--- src/rtl/mic_i2s_capture_if.sv ---
// DMA-facing read port of the microphone capture block: word select in,
// buffered word, frame-ready flag and overrun counter out.
interface mic_i2s_capture_if;
   logic [2:0]  select;
   logic [31:0] mic_data;
   logic        read_ready;
   logic [15:0] overrun_count;

   modport master (output select, input mic_data, read_ready, overrun_count);
   modport slave  (input select, output mic_data, read_ready, overrun_count);
endinterface

--- src/rtl/mic_i2s_capture.sv ---
// Stereo I2S microphone capture: shared SCK/WS generation, per-pair
// deserialisation, one-frame output buffer read by the DMA stage.
module mic_i2s_lane (
   input  logic        CLK,
   input  logic        RESET,
   input  logic        clr,
   input  logic        shift_l,
   input  logic        shift_r,
   input  logic        commit,
   input  logic        sd_bit,
   output logic [31:0] word
);
   // Only the upper half of each channel lands in the packed word, so each
   // shifter holds just those 16 MSBs and stops once they are captured.
   logic [15:0] left_hi;
   logic [15:0] right_hi;

   always_ff @(posedge CLK) begin
      if (RESET) begin
         left_hi  <= '0;
         right_hi <= '0;
         word     <= '0;
      end else begin
         if (clr) begin
            left_hi  <= '0;
            right_hi <= '0;
         end else begin
            if (shift_l) left_hi  <= {left_hi[14:0], sd_bit};
            if (shift_r) right_hi <= {right_hi[14:0], sd_bit};
         end
         if (commit) word <= {left_hi, right_hi};
      end
   end
endmodule

module mic_i2s_capture #(
   parameter int NUM_MIC_PAIRS = 5,
   parameter int CLK_DIV       = 4
) (
   input  logic                     CLK,
   input  logic                     RESET,
   input  logic                     enable,
   output logic                     sck,
   output logic                     ws,
   input  logic [NUM_MIC_PAIRS-1:0] sd,
   mic_i2s_capture_if.slave         dma
);
   localparam int         DIV_W    = $clog2(CLK_DIV);
   localparam logic [2:0] SEL_LAST = 3'(NUM_MIC_PAIRS);

   logic [DIV_W-1:0] div_cnt;
   logic [5:0]       slot;
   logic [5:0]       slot_nxt;
   logic             first_frame;
   logic [2:0]       prev_select;
   logic             read_ready;
   logic [15:0]      overrun_count;
   logic             div_wrap, sck_rise, sck_fall;
   logic             shift_l, shift_r, commit, consume;
   logic [NUM_MIC_PAIRS-1:0][31:0] buf_word;
   logic [31:0]      mic_data;

   assign div_wrap = (div_cnt == DIV_W'(CLK_DIV - 1));
   assign sck_rise = enable && div_wrap && !sck;
   assign sck_fall = enable && div_wrap && sck;
   assign slot_nxt = slot + 6'd1;

   // One-bit I2S delay: left MSB arrives in slot 1, right MSB in slot 33.
   assign shift_l = sck_rise && (slot >= 6'd1)  && (slot <= 6'd16);
   assign shift_r = sck_rise && (slot >= 6'd33) && (slot <= 6'd48);
   assign commit  = sck_rise && (slot == 6'd0) && !first_frame;
   assign consume = (dma.select == SEL_LAST) && (prev_select != SEL_LAST);

   always_ff @(posedge CLK) begin
      if (RESET) begin
         div_cnt       <= '0;
         sck           <= 1'b0;
         ws            <= 1'b0;
         slot          <= '0;
         first_frame   <= 1'b1;
         prev_select   <= '0;
         read_ready    <= 1'b0;
         overrun_count <= '0;
      end else begin
         prev_select <= dma.select;

         if (!enable) begin
            div_cnt     <= '0;
            sck         <= 1'b0;
            ws          <= 1'b0;
            slot        <= '0;
            first_frame <= 1'b1;
         end else begin
            div_cnt <= div_wrap ? '0 : div_cnt + DIV_W'(1);
            if (div_wrap) sck <= ~sck;
            if (sck_fall) begin
               slot <= slot_nxt;
               ws   <= slot_nxt[5];
            end
            if (sck_rise && slot == 6'd0) first_frame <= 1'b0;
         end

         // A commit outranks a same-cycle consume: the fresh frame is unread.
         if (commit)       read_ready <= 1'b1;
         else if (consume) read_ready <= 1'b0;

         if (commit && read_ready && !consume && overrun_count != 16'hFFFF)
            overrun_count <= overrun_count + 16'd1;
      end
   end

   generate
      for (genvar p = 0; p < NUM_MIC_PAIRS; p++) begin : g_lane
         mic_i2s_lane u_lane (
            .CLK     (CLK),
            .RESET   (RESET),
            .clr     (!enable),
            .shift_l (shift_l),
            .shift_r (shift_r),
            .commit  (commit),
            .sd_bit  (sd[p]),
            .word    (buf_word[p])
         );
      end
   endgenerate

   always_comb begin
      mic_data = '0;
      for (int k = 0; k < NUM_MIC_PAIRS; k++)
         if (dma.select == 3'(k + 1)) mic_data = buf_word[k];
   end

   assign dma.mic_data      = mic_data;
   assign dma.read_ready    = read_ready;
   assign dma.overrun_count = overrun_count;
endmodule

--- src/flat_wrapper.sv ---
// flat-port wrapper written by rule: the top's interface ports become plain ports
module mic_i2s_capture_flat 
#(
   parameter int NUM_MIC_PAIRS = 5,
   parameter int CLK_DIV       = 4
)
  (CLK, RESET, enable, sck, ws, sd, dma_select, dma_mic_data, dma_read_ready, dma_overrun_count);
  mic_i2s_capture_if dma_i ();
  input  logic CLK;
  input  logic RESET;
  input  logic enable;
  output logic sck;
  output logic ws;
  input  logic [NUM_MIC_PAIRS-1:0] sd;
  input wire logic [$bits(dma_i.select)-1:0] dma_select;
  output wire logic [$bits(dma_i.mic_data)-1:0] dma_mic_data;
  output wire logic [$bits(dma_i.read_ready)-1:0] dma_read_ready;
  output wire logic [$bits(dma_i.overrun_count)-1:0] dma_overrun_count;
  assign dma_i.select = dma_select;
  assign dma_mic_data = dma_i.mic_data;
  assign dma_read_ready = dma_i.read_ready;
  assign dma_overrun_count = dma_i.overrun_count;
  mic_i2s_capture #(.NUM_MIC_PAIRS(NUM_MIC_PAIRS), .CLK_DIV(CLK_DIV)) u_core (.CLK(CLK), .RESET(RESET), .enable(enable), .sck(sck), .ws(ws), .sd(sd), .dma(dma_i));
endmodule
--- config.mk ---
export PLATFORM = sky130hd
export DESIGN_NAME = mic_i2s_capture_flat
export DESIGN_NICKNAME = d
export VERILOG_FILES = /design/src/rtl/mic_i2s_capture_if.sv /design/src/rtl/mic_i2s_capture.sv /design/src/flat_wrapper.sv
export SDC_FILE = /design/constraint.sdc
export NUM_CORES = 1
export LEC_CHECK = 0
export ABC_CLOCK_PERIOD_IN_PS = 2500
export CAP_MARGIN = 20
export CORE_ASPECT_RATIO = 0.75
export CORE_MARGIN = 3
export CORE_UTILIZATION = 60
export CTS_CLUSTER_DIAMETER = 40
export DETAILED_ROUTE_END_ITERATION = 12
export PLACE_DENSITY = 0.84
export SETUP_SLACK_MARGIN = 0.4
export SLEW_MARGIN = 20
export SYNTH_ARGS = -nofsm -noshare
export SYNTH_HDL_FRONTEND = slang
export SYNTH_SLANG_ARGS = --single-unit
--- constraint.sdc ---
create_clock -name CLK -period 2.5 [get_ports CLK]
set_clock_uncertainty 0.1 [all_clocks]
set_input_delay 0.5 -clock CLK [delete_from_list [all_inputs] [get_ports CLK]]
set_output_delay 0.5 -clock CLK [all_outputs]
set_load 0.01 [all_outputs]
# --- Word level (Yosys, flattened, before mapping) ---
# Cells that the tools add are included.
word_totals:
  output_inout_bits: 51
  wordCells: 67
  in_bits: 11
  register_bits: 351
op_classes:
  reduce_logical: 20
  bitwise_logic: 2
  muxes: 7
  magnitude_cmp: 4
  eq_ne: 8
  addsub: 3
ops:
  columns: ["op", "n"]
  rows:
  - ["$mux 32", 5]
  - ["$add 16x1->16 const B", 1]
  - ["$ne 16x16->1 const B", 1]
  - ["$logic_and 1x1->1", 13]
  - ["$add 6x1->6 const B", 1]
  - ["$eq 3x2->1 const B", 2]
  - ["$eq 3x3->1 const B", 2]
  - ["$ge 6x1->1 const B", 1]
  - ["$ge 6x6->1 const B", 1]
  - ["$le 6x5->1 const B", 1]
  - ["$le 6x6->1 const B", 1]
  - ["$logic_not 6->1", 1]
  - ["$eq 3x1->1 const B", 1]
  - ["$logic_not 1->1", 3]
  - ["$ne 3x3->1 const B", 1]
  - ["$reduce_or 3->1", 1]
  - ["$add 2x1->2 const B", 1]
  - ["$eq 2x2->1 const B", 1]
  - ["$mux 1", 2]
  - ["$not 1->1", 2]
  - ["$reduce_bool 2->1", 1]
  - ["$reduce_or 2->1", 1]

# --- Longest topological paths before layout ---
logic_depth:
  word_depth: 8
  mapped_depth: 9
  ltp_nobuf: 7

# --- By module ---
# A second synthesis with hierarchy kept.
hier_totals:
  hier_cells: 1382
  hier_area_um2: 14472.6
by_module_without_submodules:
  columns: ["mod", "instances", "area_per_inst_um2", "cells_per_inst", "seq_area_each_um2"]
  rows:
  - ["mic_i2s_lane", 5, 2331.0, 209, 1281.2]
  - ["mic_i2s_capture", 1, 2817.7, 337, 600.6]

# --- Worst setup path after synthesis ---
# Ideal clock, no wire load.
synth_path:
  kind: "input to output"
  startpoint: "input dma_select[0]"
  endpoint: "output dma_mic_data[10]"
  setup_slack_ps: 68
  stages: 5
  arrival_time_ps: 1832
  required_ps: 1900
  path_cell_list: "clkbuf_1 > clkbuf_1 > buf_2 > mux2i_1 > o22ai_1"
synth_between:
  elab_chain_len: 6
  word_cells_on_any_way: 10
  classes_between: "eq/ne: 5; mux: 5"
synth_lines:
  columns: ["item", "line", "rtl"]
  rows:
  - ["start, declared", "flat_wrapper.sv:15", "input wire logic [$bits(dma_i.select)-1:0] dma_select;"]
  - ["$eq 3x1->1", "mic_i2s_capture.sv:130", "if (dma.select == 3'(k + 1)) mic_data = buf_word[k];"]
  - ["$mux 32 (4 in series)", "mic_i2s_capture.sv:130", null]
  - ["$mux 32 (*)", "mic_i2s_capture.sv:130", null]
  - ["end, declared", "flat_wrapper.sv:16", "output wire logic [$bits(dma_i.mic_data)-1:0] dma_mic_data;"]
# Mark *: on every way between the ends. The rest lies on a longest branch, timed or not.

# --- Worst setup path after layout ---
layout_path:
  startpoint: "register u_core.slot[1]"
  endpoint: "register u_core.g_lane[2].u_lane.right_hi[4]"
layout_between:
  elab_chain_len: 3
  word_cells_on_any_way: 4
  classes_between: "order compare: 2; reduce/logical: 2"
layout_lines:
  columns: ["item", "line", "rtl"]
  rows:
  - ["start, declared", "mic_i2s_capture.sv:52", "logic [5:0] slot;"]
  - ["start signal, assigned", "mic_i2s_capture.sv:97", "slot <= slot_nxt;"]
  - ["$ge 6x6->1", "mic_i2s_capture.sv:70", "assign shift_r = sck_rise && (slot >= 6'd33) && (slot <= 6'd48);"]
  - ["$logic_and 1x1->1", "mic_i2s_capture.sv:70", null]
  - ["$logic_and 1x1->1 (*)", "mic_i2s_capture.sv:70", null]
  - ["end signal, assigned", "mic_i2s_capture.sv:29", "if (shift_r) right_hi <= {right_hi[14:0], sd_bit};"]
  - ["end, declared", "mic_i2s_capture.sv:16", "logic [15:0] right_hi;"]
# Marked as above.
# A chain may end at the register's enable or synchronous reset.

==> flow_summary_export.csv <==
group,metric,value,unit
run_status,outcome,"complete, but fails checks",
run_status,violations,"setup timing",
cells_and_area,drive_gt1_share,23.2,%
clocking,cts_tree,"built",
global_routing,grt_pass1_wl,61600,um
global_routing,grt_max_degree,99,
setup_path,crit_type,"reg2reg",
route,vias,14700,
sta,timing_hold_violations_final,0,
sta,slew_violations,0,
clocking,cts_hold_buffers,0,
yosys,ys_ff_latch,350,
cells_and_area,layout.nets,1827,
cells_and_area,fill_cells,1071,
yosys,synth_compound_area_share,15.7,%
clocking,cts.sinks,350,
sta,tightest_slew,0.923,ns
yosys,muxShareOfSynthArea,5.33,%
die,initial_core_util,61.7,%
route,routed_via_density,6.89,
die,die_h,137,um
sta,max-slew-margin-rel,38.4,%
cells_and_area,ff_latch_area,7020,um2
yosys,synth_fp_nets,1728,
cells_and_area,fin_cells,2129,
sta,fmax,0.391,GHz
sta,setup_viol,3,
die,ios,62,
global_routing,grt_pass1_vias,11800,
sta,whs,0.107,ns
yosys,synth-edff-count,0,
setup_path,critical_path_arrival,2.83,ns
setup_path,path_max_fanout,7,
yosys,synth_xor_area_share,0.701,%
yosys,synthCells,1712,
global_routing,grt_overflow,0,
yosys,syn_area_per_cell,8.03,um2
die,dieArea,24800,um2
die,coreArea,22300,um2
route,drt-pass1-iter-count,7,
power_and_ir_drop,p_leak,6.23,nW
clocking,cts_buffers,36,
clocking,cts_buffer_depth,3,
sta,finalCritPeriodShare,102,%
clocking,cts-htree-levels,2,
power_and_ir_drop,p_total,0.0113,W
setup_path,start_kind,"flop",
setup_path,worstPathRequired,2.77,ns
hold_path,hp-class,"in2reg",
yosys,netlist_area,13700,um2
placed_design,place_inst,1993,
yosys,synth_top_family_by_area,"simple AND/OR/NAND/NOR gates",
cells_and_area,multi_input_area,6950,um2
sta,fin_ws,-0.0546,ns
yosys,ys_warn_count,0,
route,drt-wirelength-per-cell,24.5,um
placed_design,hpwl,22000,um
yosys,ys_types,45,
global_routing,track_usage,30.2,%
clocking,path_clk_slew,0.08,ns
route,wl,52200,um
global_routing,antenna_found_initial,0,
clocking,clkLatencyLatePin,0.54,ns
clocking,cts-root-buf,"clkbuf_16",
yosys,synthFlopType,"dfxtp_1",
die,rows,47,
route,drcViolationCount,0,
cells_and_area,design_area,18100,um2
sta,post-route-min-period,2.55,ns
route,ant_nets,0,
die,die_x,181,um
placed_design,numPortBuffers,61,
yosys,async_flop_share,0,%
power_and_ir_drop,p_per_area,625,nW/um2
yosys,yosysSeqAreaShare,51.0,%
job,maxCapViolCount,0,
cells_and_area,postLayoutCoreUtil,81.1,%
route,drt_iter0_markers,2816,
cells_and_area,area_delta_synth_final,31.6,%
setup_path,worst_setup_path_end_kind,"flop",
cells_and_area,diodes,0,
yosys,synthSimpleGateAreaFrac,22.5,%
power_and_ir_drop,ir_drop,551,uV
sta,rsz0062_at_grt,"true",
placed_design,place_area,15100,um2
placed_design,gp_congestion,0.932,
yosys,synth_fa_ha_area_share,0.455,%
## through the flow
step                      setup slack, ns  setup TNS (ns)
final                             -0.0546         -0.0644
after global placement             -0.362          -11.36
after global routing              -0.0117         -0.0117
after floorplan                     0.351               0
after CTS                           0.216               0
after detailed placement           -0.402          -12.28
## flip-flops by register name, summed over array words and instances (netlist names), 2 cells and up
register and flops:
u_core.div_cnt 2, u_core.dma.overrun_count 16, u_core.g_lane.u_lane.left_hi 80, u_core.g_lane.u_lane.right_hi 80, u_core.g_lane.u_lane.word 160, u_core.prev_select 3, u_core.slot 6
## critical path: stages, from the launching register on
cell	delay, ns
dfxtp_2	0.33
inv_2	0.08
ha_4	0.14
nor3b_4	0.25
mux2i_2	0.28
buf_4	0.15
nand3_4	0.15
clkbuf_16	0.25
clkbuf_16	0.17
o21ai_1	0.51
## layout by cell type, fill, tap and decap left out, types with 8 or more instances in the layout
master / netlist / final
buf_12: 0 / 41
o21ai_2: 0 / 22
dfxtp_2: 0 / 8
mux2i_1: 35 / 25
clkbuf_16: 0 / 50
a22oi_2: 0 / 31
buf_4: 0 / 60
buf_2: 13 / 32
o22ai_1: 32 / 30
xnor2_1: 8 / 8
o21ai_0: 165 / 82
clkdlybuf4s50_1: 0 / 14
mux2_4: 0 / 19
o21ai_1: 0 / 61
a21oi_1: 168 / 167
dfxtp_1: 350 / 340
mux2_2: 33 / 15
buf_6: 1 / 23
nor2_1: 20 / 19
nand2_1: 481 / 481
nand3_2: 0 / 55
nand3_1: 173 / 116
## final cells by class
cell class,instances,share of cell area [%]
Sequential cell,350,38.8
Multi-Input combinational cell,1208,38.4
Timing Repair Buffer,210,14.4
Clock buffer,48,5.57
Tap cell,294,2.03
Clock inverter,14,0.602
Inverter,5,0.118
## power breakdown
group / switching, W / internal, W
sequential: 0.00000165 / 0.00557
clock: 0.00241 / 0.00288
combinational: 0.000276 / 0.000165
## synth_stat cells, types with 2 or more instances
| library cell | instances | share of area, % |
|---|---|---|
| or4_1 | 2 | 0.11 |
| mux2_2 | 33 | 2.7 |
| a21oi_1 | 168 | 6.1 |
| buf_2 | 13 | 0.47 |
| nand3_1 | 173 | 6.3 |
| ha_1 | 5 | 0.46 |
| or3_1 | 5 | 0.23 |
| and4_1 | 2 | 0.13 |
| buf_1 | 4 | 0.11 |
| o31ai_1 | 2 | 0.11 |
| nor2_1 | 20 | 0.55 |
| nand2_1 | 481 | 13 |
| nand4_1 | 4 | 0.18 |
| nand3b_1 | 2 | 0.11 |
| a22oi_1 | 32 | 1.7 |
| o22ai_1 | 32 | 1.5 |
| o21ai_0 | 165 | 6.0 |
| nand2b_1 | 2 | 0.091 |
| nor4b_1 | 2 | 0.13 |
| xnor2_1 | 8 | 0.51 |
| nor4_1 | 7 | 0.32 |
| clkbuf_1 | 131 | 3.6 |
| xor2_1 | 3 | 0.19 |
| mux2i_1 | 35 | 2.5 |
| nor3_1 | 2 | 0.073 |
| dfxtp_1 | 350 | 51 |
| inv_1 | 5 | 0.14 |
| nor2b_1 | 7 | 0.32 |
## routing by layer
layer	up-vias	GRT usage, %	share of wire, %
met5	-	0	0.088
met4	2	12.1	8.4
met3	454	6.54	14
met2	1314	50.1	44
met1	6836	38.7	34
li1	6061	-	-
## cell families (layout without fill, tap and decap cells)
family / after synthesis / in the layout
DFF: 350 / 350
AOI/OAI and AO/OA: 403 / 403
adders and majority gates: 5 / 5
xor gates and xnor gates: 11 / 11
buffers and inverters: 154 / 277
and+or+nand+nor: 720 / 720
muxes: 69 / 69
## worst paths after layout
check / start / endpoint / slack (ns) / cells after the start
worst max register to register: u_core.slot[1]$_SDFFE_PP0P_ / u_core.g_lane[2].u_lane.right_hi[4]$_SDFFE_PP0P_ / -0.05 / 9
worst max-delay path: u_core.slot[1]$_SDFFE_PP0P_ / u_core.g_lane[2].u_lane.right_hi[4]$_SDFFE_PP0P_ / -0.05 / 9
worst min register to register: u_core.div_cnt[0]$_SDFF_PP0_ / u_core.div_cnt[0]$_SDFF_PP0_ / 0.34 / 1
worst min-delay path: RESET / u_core.dma.overrun_count[14]$_SDFFE_PP0P_ / 0.11 / 2
## timing repair
item                       in CTS  in global routing
pin swaps                      31                 31
buffers inserted               29                 18
gates resized for setup       248                222
setup endpoints to repair     194                324
cloned                          7                 20
No activity file was read; power rests on OpenSTA's default activity.
